===== src/rtl/puf_resp_framer.sv =====
// Frames one challenge plus NUM_CH PUF responses into a checksummed byte stream; header is out one cycle after capture.
// Byte index and checksum advance only on out_valid&&out_ready, so out_data holds while out_ready=0.
module puf_resp_framer #(
   parameter int         NUM_CH   = 4,
   parameter int         CHAL_W   = 16,
   parameter int         RESP_W   = 16,
   parameter int         CNT_W    = 5,
   parameter logic [7:0] HDR_BYTE = 8'hA5
) (
   input  logic                     clk,
   input  logic                     rst_n,
   input  logic                     in_valid,
   output logic                     in_ready,
   input  logic                     in_debug,
   input  logic [CHAL_W-1:0]        in_chal,
   input  logic [NUM_CH*RESP_W-1:0] in_resp,
   input  logic                     soft_clr,
   output logic [7:0]               out_data,
   output logic                     out_valid,
   input  logic                     out_ready,
   output logic                     frame_done,
   output logic [CNT_W-1:0]         seq
);

   localparam int CHAL_B = CHAL_W / 8;
   localparam int RESP_B = RESP_W / 8;
   localparam int PAY_W  = NUM_CH * RESP_W;
   localparam int NORM_N = 2 + CHAL_B + RESP_B;            // bytes before the checksum
   localparam int DBG_N  = 2 + CHAL_B + NUM_CH * RESP_B;
   localparam int BUF_W  = DBG_N * 8;
   localparam int IDX_W  = $clog2(DBG_N);

   typedef enum logic [1:0] {IDLE, SEND, CKSUM} state_t;

   typedef struct packed {
      logic [7:0]        hdr;
      logic [7:0]        mode;
      logic [CHAL_W-1:0] chal;
      logic [PAY_W-1:0]  pay;
   } frame_t;

   state_t            state_q, state_d;
   logic [BUF_W-1:0]  buf_q;
   logic [IDX_W-1:0]  idx_q;
   logic [IDX_W-1:0]  last_idx;
   logic [7:0]        csum_q;
   logic [7:0]        cur_byte;
   logic              dbg_q;
   logic [CNT_W-1:0]  seq_q;
   logic [6:0]        seq7;
   logic [RESP_W-1:0] resp_xor;
   logic [PAY_W-1:0]  dbg_pay;
   logic [PAY_W-1:0]  norm_pay;
   frame_t            cap_frame;
   logic              cap;

   assign seq      = seq_q;
   assign seq7     = 7'(seq_q);
   assign cur_byte = buf_q[BUF_W-1 -: 8];
   assign last_idx = dbg_q ? IDX_W'(DBG_N - 1) : IDX_W'(NORM_N - 1);
   assign cap      = (state_q == IDLE) && in_valid && !soft_clr;

   // The whole frame (minus checksum) is laid out MSB-first so transmission is a plain left shift.
   always_comb begin
      resp_xor = '0;
      dbg_pay  = '0;
      norm_pay = '0;
      for (int c = 0; c < NUM_CH; c++) begin
         resp_xor ^= in_resp[c*RESP_W +: RESP_W];
         dbg_pay[(NUM_CH-1-c)*RESP_W +: RESP_W] = in_resp[c*RESP_W +: RESP_W];
      end
      norm_pay[PAY_W-1 -: RESP_W] = resp_xor;
      cap_frame.hdr  = HDR_BYTE;
      cap_frame.mode = {in_debug, seq7};
      cap_frame.chal = in_chal;
      cap_frame.pay  = in_debug ? dbg_pay : norm_pay;
   end

   always_ff @(posedge clk or negedge rst_n) begin
      if (!rst_n) begin
         state_q <= IDLE;
      end else begin
         state_q <= state_d;
      end
   end

   always_comb begin
      state_d    = state_q;
      in_ready   = 1'b0;
      out_valid  = 1'b0;
      out_data   = '0;
      frame_done = 1'b0;
      case (state_q)
         IDLE: begin
            in_ready = !soft_clr;
            if (cap) begin
               state_d = SEND;
            end
         end
         SEND: begin
            out_valid = 1'b1;
            out_data  = cur_byte;
            if (out_ready && (idx_q == last_idx)) begin
               state_d = CKSUM;
            end
         end
         CKSUM: begin
            out_valid = 1'b1;
            out_data  = csum_q;
            if (out_ready) begin
               frame_done = !soft_clr;
               state_d    = IDLE;
            end
         end
         default: state_d = IDLE;
      endcase
      // Abort overrides any handshake in flight, including the checksum acceptance.
      if (soft_clr) begin
         state_d = IDLE;
      end
   end

   always_ff @(posedge clk or negedge rst_n) begin
      if (!rst_n) begin
         buf_q  <= '0;
         idx_q  <= '0;
         csum_q <= '0;
         dbg_q  <= 1'b0;
         seq_q  <= '0;
      end else if (soft_clr) begin
         idx_q  <= '0;
         csum_q <= '0;
      end else if (cap) begin
         buf_q  <= cap_frame;
         dbg_q  <= in_debug;
         idx_q  <= '0;
         csum_q <= '0;
      end else if ((state_q == SEND) && out_ready) begin
         buf_q  <= buf_q << 8;
         idx_q  <= idx_q + IDX_W'(1);
         csum_q <= csum_q ^ cur_byte;
      end else if ((state_q == CKSUM) && out_ready) begin
         seq_q  <= seq_q + CNT_W'(1);
         idx_q  <= '0;
         csum_q <= '0;
      end
   end

endmodule


===== config.mk =====
export PLATFORM = sky130hd
export DESIGN_NAME = puf_resp_framer
export DESIGN_NICKNAME = d
export VERILOG_FILES = /design/src/rtl/puf_resp_framer.sv
export SDC_FILE = /design/constraint.sdc
export NUM_CORES = 1
export LEC_CHECK = 0
export CAP_MARGIN = 20
export CORE_MARGIN = 8
export CORE_UTILIZATION = 40
export CTS_CLUSTER_SIZE = 14
export DETAILED_ROUTE_END_ITERATION = 10
export MAX_ROUTING_LAYER = met4
export PLACE_DENSITY = 0.73
export SYNTH_ARGS = -nofsm -noshare
export SYNTH_HDL_FRONTEND = slang
export SYNTH_SLANG_ARGS = --single-unit

===== constraint.sdc =====
create_clock -name clk -period 2.85 [get_ports clk]
set_input_delay 0.4275 -clock clk [delete_from_list [all_inputs] [get_ports clk]]
set_output_delay 0.4275 -clock clk [all_outputs]
set_load 0.02 [all_outputs]

==> flow_summary.toml <==
[cells_and_area]
layout-drive-gt1-share_pct = 7.650
nNetsFinal = 798
multi_input_area_sq_mm = 0.002846
fillerInstances = 1300
area_growth_pct = 28.65
diodes = 0
register_area_sq_mm = 0.002903
final_area_sq_mm = 0.007691

[worst_setup_path]
r2r_setup_slack_ns = 0.77
critPathMaxFanout = 15
worstReg2RegStart = "state_q[1]$_DFFE_PN0P_"
cpMaxStageDelayCell = "clkdlybuf4s50_1"
critPathArrivalTime_ns = 2.22
crit_path_end_kind = "primary output"
path_class = "register to primary output"
timing.rr.end = "buf_q[80]$_DFFE_PN0P_"
path_cells = "inv_1 > ha_2 > a22oi_1 > nor2b_1 > clkdlybuf4s50_1"
r2r_cells = 7
crit_required_ns = 2.42
start_kind = "register"
max_stage_delay_ns = 0.62

[placed_design]
portBuffers = 101
gp_congestion = 0.8375
post_dp_cell_area_sq_mm = 0.007091
hpwlAfterDp_um = 10740

[clock_network]
cts_tree = "done"
cts_max_level = 4
numCtsBuffers = 17
cts-root-buf = "clkbuf_16"
cts_hold_buf = 0
clock_latency_ns = 0.41
cts.sinks = 116
clk_pin_slew_ns = 0.05
clock_path_buffers = 2

[yosys]
synth_top_area_share_pct = 48.56
ys_seq_area_share_pct = 48.56
synthDistinctLibCells = 37
synth_cells = 627
synth_area_leaders = "dfrtp_1, nor2_1, a31oi_1, nand2_1, xnor3_1"
synth-seq-cells = 116
syn-cell-area_sq_mm = 0.005978
synth.net_count = 718
syn_avg_cell_area_sq_um = 9.535
ys_warn_count = 0
yosysTopAreaCell = "dfrtp_1"

[route]
drt-wirelength-per-cell_um = 16.72
dr_wl_met3_um = 643
num_vias = 4860
ant_nets = 0
maxUsedRoutingLayer = "met4"
met1_length_um = 6443
wl_met2_um = 7669
drt_iter0_markers = 380
drtPass1Iterations = 6
finalWirelength_um = 15100
drcViolationCount = 0
viasPerCell = 5.382

[sta]
final_max_slew_viol_count = 0
final-hold-violation-count = 0
setup_tns_ns = 0
finalSetupViolCount = 0
slew_headroom_pct = 51.64
rsz0062_at_grt = "no"
worst-slew-pin-transition_ns = 0.7254
post-route-period-util_pct = 92.74
fmaxAchievable_mhz = 378.3
skew_ns = 0.01098
fin_crit_ns = 2.643

[global_route]
grt_pass1_vias = 5010
grt_pass1_wl_um = 25260
grt_max_degree = 129
antenna_found_initial = 0
track_usage_pct = 16.68
grt_overflow = 0

[die]
die_area_sq_mm = 0.01911
num_rows = 44
core_sq_mm = 0.01459
die_w_um = 138.3
start_util_pct = 40.98
die_height_um = 138.3
ios = 102

[power]
leakagePower_nw = 3.294
p_per_area_mw_per_mm2 = 731.0
peakVddDrop_mv = 0.4447

[run]
drv_cap = 0

[status]
outcome = "completed"

[worst_hold_path]
hold_path_class = "input pin to async pin"
-- through the flow --
stage                     hold WS [ns]  setup slack [ns]  power [mW]  utilization [%]  instances
final                          0.02812            0.2069       5.622            52.72        903
after global routing           0.06212           0.02202       5.963            52.72        903
after CTS                      0.03928            0.1744       5.674            52.72        903
after detailed placement        0.4611            0.4269       3.519            48.60        872
after global placement          0.4592            0.4862       3.457            48.60        872
after floorplan                 0.1319            0.9591       3.105                -        627
-- report_power, final --
part / switching, mW / internal [mW]
clock: 0.742 / 1.39
sequential: 0.243 / 2.08
combinational: 0.596 / 0.576
total: 1.58 / 4.04
-- layout by cell type (no fill, tap or decap), types with 13 or more instances in the layout --
master,instances
nor2_1,104
o21ai_0,14
nand2_1,96
xnor3_1,16
clkdlybuf4s50_1,99
clkbuf_16,17
a21oi_1,19
a31oi_1,61
dfrtp_1,116
xnor2_1,19
nand3_1,44
a22o_1,13
-- synth_stat cells, drive strengths merged --
master	n
nand2b	2
xor2	11
nor4b	1
a22oi	8
and4b	1
nor2b	10
and2	1
nand2	97
nand3b	1
and3b	1
nor2	104
o21a	2
xnor3	16
o22a	3
a21oi	21
a22o	13
ha	5
clkbuf	13
a31oi	61
inv	2
buf	34
nand3	44
a21o	4
xnor2	19
mux2	17
nor3	1
o211ai	1
dfrtp	116
o21bai	1
nand4	2
o21ai	15
-- layout make-up --
class	count	share of cell area (%)
clock inverters	13	2.066
multi-input cells	462	37.01
well taps	184	2.993
repair buffers	108	14.38
flip-flops and latches	116	37.74
clock buffers	18	5.710
inverters	2	0.09761
-- registers in the layout, indices dropped and copies added (netlist names) --
name	cells
state_q	2
dbg_q	1
seq	5
buf_q	96
idx_q	4
csum_q	8
-- critical path, delay by kind of cell (launching register included) --
kind / cells / cell delay [ns]
fa+ha+maj: 1 / 0.40
flops: 1 / 0.38
buf+inv: 2 / 0.73
compound gates: 1 / 0.15
simple gates: 1 / 0.14
-- cell families after synthesis --
| kind of cell | after synthesis | share of synthesized area, % |
|---|---|---|
| buf+inv | 49 | 4.123 |
| mux | 17 | 3.202 |
| simple gates | 265 | 18.84 |
| xor+xnor | 46 | 10.42 |
| fa+ha+maj | 5 | 1.046 |
| compound gates | 129 | 13.81 |
| flops | 116 | 48.56 |
-- per-layer routing --
layer	GRT usage [%]	vias to the layer above
li1	-	2336
met1	19.45	2351
met2	27.18	149
met3	3.870	24
met4	7.037	0
met5	-	-
-- what timing repair did --
action	in CTS	in global routing
resized for setup	1	0
setup endpoints to repair	4	0
setup buffers	0	0
-- how the worst max path moves through the flow --
stage / slack [ns] / endpoint / cells after the start / from
after floorplan: 0.96 / out_data[0] / 5 / state_q[1]$_DFFE_PN0P_
after CTS: 0.17 / out_data[0] / 5 / state_q[1]$_DFFE_PN0P_
after detailed placement: 0.43 / out_data[0] / 5 / state_q[1]$_DFFE_PN0P_
after global placement: 0.49 / frame_done / 4 / out_ready
after global routing: 0.02 / out_data[4] / 5 / state_q[0]$_DFFE_PN0P_
final: 0.21 / out_data[0] / 5 / state_q[1]$_DFFE_PN0P_
Power figures use the tool's default switching activity.
